<file path="config.mk">
export PLATFORM = sky130hd
export DESIGN_NAME = frame_assembler_flat
export DESIGN_NICKNAME = d
export VERILOG_FILES = /design/src/rtl/frame_assembler_pkg.sv /design/src/rtl/frame_assembler_if.sv /design/src/rtl/frame_coord_counter.sv /design/src/rtl/frame_assembler.sv /design/src/flat_wrapper.sv
export SDC_FILE = /design/constraint.sdc
export NUM_CORES = 2
export LEC_CHECK = 0
export CORE_MARGIN = 5
export CORE_UTILIZATION = 40
export CTS_CLUSTER_DIAMETER = 50
export DETAILED_ROUTE_END_ITERATION = 8
export SYNTH_ARGS = -nofsm -noshare
export SYNTH_HDL_FRONTEND = slang
export SYNTH_SLANG_ARGS = --single-unit
</file>
<file path="constraint.sdc">
create_clock -name clk -period 6.3 [get_ports clk]
set_input_delay 1.89 -clock clk [delete_from_list [all_inputs] [get_ports clk]]
set_output_delay 1.89 -clock clk [all_outputs]
set_load 0.02 [all_outputs]
</file>
<file path="src/rtl/frame_assembler_pkg.sv">
// rtl/frame_assembler_pkg.sv - shared frame geometry, pixel format and assembler state type
package frame_assembler_pkg;

    localparam int LENGTH    = 32;   // rows per frame
    localparam int WIDTH     = 32;   // pixels per row (at most 32)
    localparam int PIX_BITS  = 8;    // grayscale pixel width
    localparam int THRESHOLD = 128;  // pixel >= THRESHOLD becomes a 1 bit

    typedef enum logic [1:0] {
        IDLE    = 2'd0,
        FILL    = 2'd1,
        PUBLISH = 2'd2,
        HOLD    = 2'd3
    } asm_state_t;

    // Index width for a dimension of n entries; never narrower than one bit.
    function automatic int idx_bits(input int n);
        return (n > 1) ? $clog2(n) : 1;
    endfunction

endpackage

</file>
<file path="src/rtl/frame_assembler_if.sv">
// rtl/frame_assembler_if.sv - row-major pixel stream between a pixel source and the assembler
//   pix_valid : source offers a beat
//   pix_ready : sink accepts the beat this cycle
//   pix_data  : grayscale pixel
//   pix_sof   : beat is pixel (0,0)
//   pix_eof   : beat is the last pixel of the frame
interface frame_assembler_if #(
    parameter int PIX_BITS = frame_assembler_pkg::PIX_BITS
);
    logic                pix_valid;
    logic                pix_ready;
    logic [PIX_BITS-1:0] pix_data;
    logic                pix_sof;
    logic                pix_eof;

    modport master (
        output pix_valid,
        output pix_data,
        output pix_sof,
        output pix_eof,
        input  pix_ready
    );

    modport slave (
        input  pix_valid,
        input  pix_data,
        input  pix_sof,
        input  pix_eof,
        output pix_ready
    );
endinterface

</file>
<file path="src/rtl/frame_coord_counter.sv">
// rtl/frame_coord_counter.sv - row/col write position with clear, increment and wrap
//   clk, rst_n : clock, asynchronous active-low reset
//   clr        : return to (0,0); together with inc the result is the position after (0,0)
//   inc        : advance one pixel, col wraps into the next row
//   row, col   : current write position
//   at_last    : position is (LENGTH-1, WIDTH-1)
module frame_coord_counter #(
    parameter int LENGTH = frame_assembler_pkg::LENGTH,
    parameter int WIDTH  = frame_assembler_pkg::WIDTH,
    localparam int RW    = frame_assembler_pkg::idx_bits(LENGTH),
    localparam int CW    = frame_assembler_pkg::idx_bits(WIDTH)
) (
    input  logic          clk,
    input  logic          rst_n,
    input  logic          clr,
    input  logic          inc,
    output logic [RW-1:0] row,
    output logic [CW-1:0] col,
    output logic          at_last
);
    import frame_assembler_pkg::*;

    logic [RW-1:0] base_row, row_nxt;
    logic [CW-1:0] base_col, col_nxt;

    assign at_last = (row == RW'(LENGTH - 1)) && (col == CW'(WIDTH - 1));

    always_comb begin
        base_row = clr ? '0 : row;
        base_col = clr ? '0 : col;
        row_nxt  = base_row;
        col_nxt  = base_col;
        if (inc) begin
            if (base_col == CW'(WIDTH - 1)) begin
                col_nxt = '0;
                row_nxt = (base_row == RW'(LENGTH - 1)) ? '0 : base_row + 1'b1;
            end else begin
                col_nxt = base_col + 1'b1;
            end
        end
    end

    always_ff @(posedge clk or negedge rst_n) begin
        if (!rst_n) begin
            row <= '0;
            col <= '0;
        end else begin
            row <= row_nxt;
            col <= col_nxt;
        end
    end

endmodule

</file>
<file path="src/rtl/frame_assembler.sv">
// rtl/frame_assembler.sv - thresholds a pixel stream into a binary frame and publishes it to the classifier
//   clk, rst_n : clock, asynchronous active-low reset
//   pix        : pixel stream (slave side)
//   image      : published frame, image[row][col]
//   init_out   : one-cycle strobe while a new image is first presented
//   frame_ack  : downstream releases the published frame
//   busy       : a frame is being filled, published or held
//   err_count  : saturating protocol error count
module frame_assembler #(
    parameter int LENGTH    = frame_assembler_pkg::LENGTH,
    parameter int WIDTH     = frame_assembler_pkg::WIDTH,
    parameter int PIX_BITS  = frame_assembler_pkg::PIX_BITS,
    parameter int THRESHOLD = frame_assembler_pkg::THRESHOLD
) (
    input  logic                         clk,
    input  logic                         rst_n,
    frame_assembler_if.slave             pix,
    output logic [LENGTH-1:0][WIDTH-1:0] image,
    output logic                         init_out,
    input  logic                         frame_ack,
    output logic                         busy,
    output logic [7:0]                   err_count
);
    import frame_assembler_pkg::*;

    localparam int RW = idx_bits(LENGTH);
    localparam int CW = idx_bits(WIDTH);
    // A one-pixel frame completes on its start-of-frame beat.
    localparam bit SINGLE = (LENGTH * WIDTH == 1);

    asm_state_t                  state, state_nxt;
    logic [LENGTH-1:0][WIDTH-1:0] work;
    logic [RW-1:0]               row;
    logic [CW-1:0]               col;
    logic                        at_last;
    logic                        ready, accept, pix_bit;
    logic [31:0]                 pix_wide;
    logic                        cnt_clr, cnt_inc, wr_en, wr_first, publish, err_inc;

    assign pix.pix_ready = ready;
    assign accept        = pix.pix_valid && ready;
    assign pix_wide      = 32'(pix.pix_data);
    assign pix_bit       = (pix_wide >= 32'(THRESHOLD));

    frame_coord_counter #(
        .LENGTH (LENGTH),
        .WIDTH  (WIDTH)
    ) u_coord (
        .clk     (clk),
        .rst_n   (rst_n),
        .clr     (cnt_clr),
        .inc     (cnt_inc),
        .row     (row),
        .col     (col),
        .at_last (at_last)
    );

    // ready/busy/init_out decode from the state register only, never from pix_valid.
    always_comb begin
        state_nxt = state;
        ready     = 1'b0;
        busy      = 1'b1;
        init_out  = 1'b0;
        cnt_clr   = 1'b0;
        cnt_inc   = 1'b0;
        wr_en     = 1'b0;
        wr_first  = 1'b0;
        publish   = 1'b0;
        err_inc   = 1'b0;
        case (state)
            IDLE: begin
                ready = 1'b1;
                busy  = 1'b0;
                if (accept) begin
                    if (!pix.pix_sof) begin
                        err_inc = 1'b1;
                    end else if (SINGLE) begin
                        if (pix.pix_eof) begin
                            wr_en     = 1'b1;
                            publish   = 1'b1;
                            state_nxt = PUBLISH;
                        end else begin
                            err_inc = 1'b1;
                        end
                    end else begin
                        wr_en     = 1'b1;
                        wr_first  = 1'b1;
                        cnt_clr   = 1'b1;
                        cnt_inc   = 1'b1;
                        state_nxt = FILL;
                    end
                end
            end
            FILL: begin
                ready = 1'b1;
                if (accept) begin
                    if (pix.pix_sof) begin
                        // Restart: the partial frame is overwritten as the new one fills.
                        wr_en    = 1'b1;
                        wr_first = 1'b1;
                        cnt_clr  = 1'b1;
                        cnt_inc  = 1'b1;
                        err_inc  = 1'b1;
                    end else if (at_last && pix.pix_eof) begin
                        wr_en     = 1'b1;
                        publish   = 1'b1;
                        cnt_clr   = 1'b1;
                        state_nxt = PUBLISH;
                    end else if (at_last || pix.pix_eof) begin
                        err_inc   = 1'b1;
                        cnt_clr   = 1'b1;
                        state_nxt = IDLE;
                    end else begin
                        wr_en   = 1'b1;
                        cnt_inc = 1'b1;
                    end
                end
            end
            PUBLISH: begin
                init_out  = 1'b1;
                state_nxt = HOLD;
            end
            HOLD: begin
                if (frame_ack) begin
                    state_nxt = IDLE;
                end
            end
            default: state_nxt = IDLE;
        endcase
    end

    always_ff @(posedge clk or negedge rst_n) begin
        if (!rst_n) begin
            state <= IDLE;
        end else begin
            state <= state_nxt;
        end
    end

    // The final pixel bypasses work so image carries it at the same edge.
    always_ff @(posedge clk or negedge rst_n) begin
        if (!rst_n) begin
            work  <= '0;
            image <= '0;
        end else begin
            if (wr_en) begin
                if (wr_first) begin
                    work[0][0] <= pix_bit;
                end else begin
                    work[row][col] <= pix_bit;
                end
            end
            if (publish) begin
                image           <= work;
                image[row][col] <= pix_bit;
            end
        end
    end

    always_ff @(posedge clk or negedge rst_n) begin
        if (!rst_n) begin
            err_count <= '0;
        end else if (err_inc && (err_count != 8'hFF)) begin
            err_count <= err_count + 8'd1;
        end
    end

endmodule

</file>
<file path="src/flat_wrapper.sv">
// flat-port wrapper written by rule: the top's interface ports become plain ports
module frame_assembler_flat import frame_assembler_pkg::*;
#(
    parameter int LENGTH    = frame_assembler_pkg::LENGTH,
    parameter int WIDTH     = frame_assembler_pkg::WIDTH,
    parameter int PIX_BITS  = frame_assembler_pkg::PIX_BITS,
    parameter int THRESHOLD = frame_assembler_pkg::THRESHOLD
)
  (clk, rst_n, image, init_out, frame_ack, busy, err_count, pix_pix_valid, pix_pix_data, pix_pix_sof, pix_pix_eof, pix_pix_ready);
  frame_assembler_if #(.PIX_BITS(PIX_BITS)) pix_i ();
  input  logic clk;
  input  logic rst_n;
  output logic [LENGTH-1:0][WIDTH-1:0] image;
  output logic init_out;
  input  logic frame_ack;
  output logic busy;
  output logic [7:0] err_count;
  input wire logic [$bits(pix_i.pix_valid)-1:0] pix_pix_valid;
  input wire logic [$bits(pix_i.pix_data)-1:0] pix_pix_data;
  input wire logic [$bits(pix_i.pix_sof)-1:0] pix_pix_sof;
  input wire logic [$bits(pix_i.pix_eof)-1:0] pix_pix_eof;
  output wire logic [$bits(pix_i.pix_ready)-1:0] pix_pix_ready;
  assign pix_i.pix_valid = pix_pix_valid;
  assign pix_i.pix_data = pix_pix_data;
  assign pix_i.pix_sof = pix_pix_sof;
  assign pix_i.pix_eof = pix_pix_eof;
  assign pix_pix_ready = pix_i.pix_ready;
  frame_assembler #(.LENGTH(LENGTH), .WIDTH(WIDTH), .PIX_BITS(PIX_BITS), .THRESHOLD(THRESHOLD)) u_core (.clk(clk), .rst_n(rst_n), .pix(pix_i), .image(image), .init_out(init_out), .frame_ack(frame_ack), .busy(busy), .err_count(err_count));
endmodule
</file>
**After elaboration in Yosys (flattened, before gate mapping)**

Index checks and enable logic that the tools add are counted.

- Bits in registers: 2068
- Bits of input ports: 14
- Output and inout bits: 1035

- Add/subtract/negate cells: 3
- Magnitude comparators: 5
- Equality and inequality tests: 14
- Multiplexer cells: 51
- Bitwise operators: 1
- Reductions and logical operators: 11

Operators with widths:

| cell | count |
|---|---|
| 1024-bit bitwise mux | 1 |
| 32-bit demux with 5-bit select | 1 |
| 5-bit 2-to-1 mux | 7 |
| 32-bit 2-to-1 mux | 1 |
| 1-bit 2-to-1 mux | 28 |
| 5-bit equality test, second input constant | 4 |
| 2-bit 2-to-1 mux | 7 |
| 5-bit by 6-bit less-than comparator with 1-bit output, second input constant | 2 |
| 5-bit by 1-bit adder with 5-bit output, second input constant | 2 |
| 5-bit by 1-bit >= comparator with 1-bit output, second input constant | 2 |
| 8-bit by 1-bit adder with 8-bit output, second input constant | 1 |
| 8-bit >= comparator, second input constant | 1 |
| 8-bit != test, second input constant | 1 |
| 1-bit case mux with 2 select lines | 4 |
| 2-bit case mux with 4 select lines | 1 |
| 1-bit logical AND | 6 |
| 2-bit != test, second input constant | 3 |
| 6-bit AND reduction | 1 |
| 1-bit demux with 5-bit select | 1 |
| 2-bit equality test, second input constant | 2 |
| 2-bit by 1-bit != test with 1-bit output, second input constant | 2 |
| 3-bit by 1-bit != test with 1-bit output, second input constant | 1 |
| 2-bit by 1-bit equality test with 1-bit output, second input constant | 1 |
| 2-bit zero test | 1 |
| 4 further kinds | 4 |

**Longest topological paths before layout**

- Depth after elaboration: 13
- Mapped depth: 16
- Mapped depth without buffers: 13

**Modules after synthesis**

A second synthesis with hierarchy kept.

- Cell total of the unflattened synthesis: 10856
- Area total of the unflattened synthesis: 94315.5 µm²

By module, submodules not included:

| module | instances | cells each | area an instance (µm²) | sequential area each (µm²) |
|---|---|---|---|---|
| frame_assembler | 1 | 10805 | 93757.4 | 51499.4 |
| frame_coord_counter | 1 | 51 | 558.0 | 250.2 |

**Least setup slack after synthesis**

No wires, ideal clock.

- Kind: input to register
- Start point: input pix_pix_eof
- End point: register u_core.u_coord.row[3]
- Library setup time: 84 ps
- Arrival: 4010 ps
- Data required time: 6216 ps
- Path slack: 2206 ps
- Stages: 12
- Buffers on the path: 1
- Path through: inv_1 -> ha_1 -> nor2b_1 -> o21ai_0 -> clkbuf_1 -> and2_1 -> ha_1 -> and4_1 -> ha_1 -> nand3_1 -> or4_1 -> a21boi_0

- Longest elaborated chain between the ends: 11
- Elaborated cells between the ends (all ways): 20
- Those cells by class: 1 x add/sub; 2 x eq/ne; 15 x mux; 2 x reduce/logical

RTL lines:

| item | line | text |
|---|---|---|
| start: declaration | flat_wrapper.sv:21 | `input wire logic [$bits(pix_i.pix_eof)-1:0] pix_pix_eof;` |
| 1-bit logical OR | frame_assembler.sv:109 | `end else if (at_last \|\| pix.pix_eof) begin` |
| 1-bit 2-to-1 mux | frame_assembler.sv:109 |  |
| 1-bit 2-to-1 mux | frame_assembler.sv:104 | `end else if (at_last && pix.pix_eof) begin` |
| 1-bit 2-to-1 mux | frame_assembler.sv:97 | `if (pix.pix_sof) begin` |
| 1-bit 2-to-1 mux | frame_assembler.sv:96 | `if (accept) begin` |
| 1-bit case mux with 2 select lines | frame_assembler.sv:70 | `case (state)` |
| 5-bit 2-to-1 mux | frame_coord_counter.sv:29 | `base_row = clr ? '0 : row;` |
| 5-bit by 1-bit adder with 5-bit output / 5-bit equality test (equally long branches) | frame_coord_counter.sv:36 | `row_nxt = (base_row == RW'(LENGTH - 1)) ? '0 : base_row + 1'b1;` |
| 5-bit 2-to-1 mux | frame_coord_counter.sv:36 |  |
| 5-bit 2-to-1 mux | frame_coord_counter.sv:34 | `if (base_col == CW'(WIDTH - 1)) begin` |
| 5-bit 2-to-1 mux (*) | frame_coord_counter.sv:33 | `if (inc) begin` |
| named net u_core.u_coord.row_nxt[3] | frame_coord_counter.sv:23 | `logic [RW-1:0] base_row, row_nxt;` |
| end signal: assignment | frame_coord_counter.sv:48 | `row <= row_nxt;` |
| end: declaration | frame_coord_counter.sv:17 | `output logic [RW-1:0] row,` |

The timed path passes the listed nets; every way through them passes the cells marked *.
A chain may end at the register's enable or synchronous reset.

**Worst setup path after layout**

- Start point: register u_core.u_coord.col[2]
- End point: register u_core.work[705] (netlist name)

- Longest elaborated chain between the ends: 9
- Elaborated cells between the ends (all ways): 18
- Those cells by class: 2 x order compare; 1 x eq/ne; 10 x mux; 5 x reduce/logical

RTL lines:

| item | line | text |
|---|---|---|
| start: declaration | frame_coord_counter.sv:18 | `output logic [CW-1:0] col,` |
| start signal: assignment | frame_coord_counter.sv:49 | `col <= col_nxt;` |
| parallel branches: the longest is 9 deep, another holds 5-bit by 6-bit less-than comparator with 1-bit output | -- |  |
| end signal: indexed assignment | frame_assembler.sv:150 | `work[row][col] <= pix_bit;` |
| end: declaration | frame_assembler.sv:32 | `logic [LENGTH-1:0][WIDTH-1:0] work;` |

Parallel ways; which one is timed is not known.

==> results_dict.tcl <==
set metrics [dict create \
    clk_path_buf_depth 3 \
    postLayoutCoreUtil 0.488 \
    drtIter0Drc 12600 \
    slew_viol_final 0 \
    synth_seq_cells 2068 \
    synth-edff-count 0 \
    cts_inserted_buffers 234 \
    yosysTopAreaCell "dfrtp_1" \
    leakage_uw 0.0495 \
    status "finished with violations" \
    cts_root_buffer "clkbuf_16" \
    multi_input_area_sq_um 37800 \
    ys_seq_area_frac 0.549 \
    antenna_left 1 \
    tritoncts "yes" \
    r2r-end "u_core.work[705]" \
    vdd_drop_max_v 0.000243 \
    start_util 0.401 \
    power_density_nw_per_um2 253 \
    crit_arrival_ns 5.58 \
    layout_min_cycle_time_ns 4.87 \
    grt_pass1_wl_um 643000 \
    io_buffers 1041 \
    num_rows 178 \
    die_h_um 495 \
    finalPower_uw 29000 \
    dieArea_sq_um 245000 \
    via_per_inst 6.60 \
    critPathKind "flop to flop" \
    nFillCells 21600 \
    finalSetupViolCount 0 \
    syn-cell-area_sq_um 94200 \
    gp_congestion 0.847 \
    totalWireLength_um 464000 \
    maxSlewHeadroom 0.105 \
    final_common_cell "dfrtp_1" \
    track_usage 0.365 \
    overflow 0 \
    rsz0062_at_grt "false" \
    wl_per_cell_um 34.6 \
    hpwl_um 276000 \
    drv_cap 0 \
    drc 0 \
    final_cell_mix "2068 x dfrtp_1, 1735 x nand3_1, 1126 x o21ai_0" \
    rrSetupSlack_ns 1.43 \
    die_x_um 495 \
    worst_clock_skew_ns 0.0438 \
    core_sq_um 235000 \
    synth.distinct_cells 48 \
    synth_top_area_share 0.549 \
    vias 88500 \
    min_path_type "flop to flop" \
    synth.avg_cell_area_sq_um 9.56 \
    synth_top_flop_cell "dfrtp_1" \
    post_cts_resized 0 \
    drive_gt1_frac 0.0798 \
    ios 1049 \
    synth_warnings 0 \
    tightest_slew_ns 1.34 \
    critPathRequiredTime_ns 7.01 \
    area_growth_pct 21.6 \
    synth.top_cells.by_area "dfrtp_1 55%, nand3_1 9.2%, o31ai_1 8.2%, o211ai_1 6.4%, o21ai_0 6.0%" \
    drtPass1Iterations 9 \
    grt_max_degree 175 \
    hold_viol 0 \
    critical_path.max_fanout 38 \
    post-cts-setup-buffers 0 \
    synth_cells 9858 \
    cts.sinks 2068 \
    timing.rr.start "u_core.u_coord.col[2]" \
    syn-num-nets 9879 \
    critPathCaptureType "flop" \
    antenna_found_initial 25 \
    r2r_cells 10 \
    hold_end "u_core.image[186]" \
    cts_max_level 4 \
    cp-start-kind "flop" \
    period_share 0.773 \
    max_freq_mhz 205 \
    clk_pin_slew_worst_paths_ns 0.06 \
    clk_latency_ns 0.90 \
    hold_path_depth 2 \
    fin_setup_tns_ns 0 \
    regArea_sq_um 51700 \
    synth_async_sr_flop_share 1.00 \
    min_from "u_core.image[186]" \
    grt_pass1_vias 82900 \
    violations "antenna rules" \
    fin_nets 10100 \
    holdBufCountCts 0 \
]
-- final cells by class --
cell class | instances | share of cell area
multi-input cells | 6433 | 0.330
clock buffers | 336 | 0.0596
clock inverters | 104 | 0.0112
well taps | 3150 | 0.0344
inverters | 8 | 0.000328
repair buffers | 1303 | 0.113
flip-flops and latches | 2068 | 0.452
diodes | 12 | 0.000262
-- worst max path at each step --
stage          cells after the start                    end             startpoint
6_report                          10       u_core.work[705]  u_core.u_coord.col[2]
3_3_place_gp                       7      u_core.image[333]            pix_pix_sof
2_1_floorplan                     12  u_core.u_coord.row[3]            pix_pix_eof
5_1_grt                           10       u_core.work[710]  u_core.u_coord.col[2]
4_1_cts                           10       u_core.work[262]  u_core.u_coord.col[2]
3_5_place_dp                       7      u_core.image[462]            pix_pix_sof
-- sequential cells by signal (all words and copies together) (netlist names), named ones only --
name	count
u_core.image	1024
u_core.work	1024
u_core.err_count	8
u_core.u_coord.col	5
u_core.u_coord.row	5
u_core.state	1
-- cell families after synthesis --
family / count (synthesis) / synth area share
adder cells (fa/ha/maj): 7 / 0.000930
multiplexers: 108 / 0.0116
AND/OR/NAND/NOR: 3225 / 0.161
buffers and inverters: 1357 / 0.0586
AO/OA/AOI/OAI: 3088 / 0.218
XOR/XNOR: 5 / 0.000465
flip-flops: 2068 / 0.549
-- layer usage --
layer / track usage / share of wire / up-vias
li1: - / - / 36900
met1: 0.480 / 0.38 / 44400
met2: 0.523 / 0.42 / 5996
met3: 0.106 / 0.12 / 1246
met4: 0.243 / 0.079 / 6
met5: 0 / 0.000082 / -
-- cell usage after synthesis (2+ instances only) --
cell	count
o21ai_0	1126
a21oi_1	3
nand2_1	1090
nor3b_1	7
or4_1	2
and3_1	3
nand3b_1	6
nor2_2	5
and3b_1	6
o31ai_1	1024
nand3_1	1736
and4_1	3
or3b_2	4
xor2_1	3
or2_2	3
ha_1	7
a21boi_0	2
o311ai_1	39
or3_1	2
clkbuf_1	995
buf_4	18
nor2_1	60
inv_1	7
nand4_1	264
buf_1	47
o311ai_0	88
nor2b_2	2
buf_2	288
mux2_2	11
mux2i_1	97
nor2b_1	6
nand2b_1	9
nor3_1	5
and2_1	9
dfrtp_1	2068
xnor2_1	2
o211ai_1	800
-- stage by stage --
| stage | setup WS [ns] | hold WS (ns) | area, sq um | instances |
|---|---|---|---|---|
| after floorplan | 2.21 | 0.467 | 94200 | 9858 |
| after global placement | 1.02 | 0.463 | 106000 | 13000 |
| after detailed placement | 0.999 | 0.466 | 106000 | 13000 |
| after CTS | 1.47 | 0.479 | 115000 | 13400 |
| after global routing | 1.18 | 0.500 | 115000 | 13400 |
| final | 1.43 | 0.474 | 115000 | 13400 |
-- critical path, cell delays in order, from the launching register on --
cell and delay (ns):
dfrtp_1 0.74, nand3_1 0.47, nor2_4 0.18, buf_4 0.65
nand3_1 0.21, ha_1 0.38, nor2b_4 0.73, nand4_1 0.38
buf_4 0.49, o21ai_0 0.27, o31ai_1 0.11
-- report_power, final --
part           internal, uW  leakage (uW)  total [uW]  switching, uW
Clock                  8230       0.00394       14300           6110
Sequential            13300        0.0289       13400           47.5
Combinational           172        0.0167        1290           1120
Power figures use the tool's default switching activity.
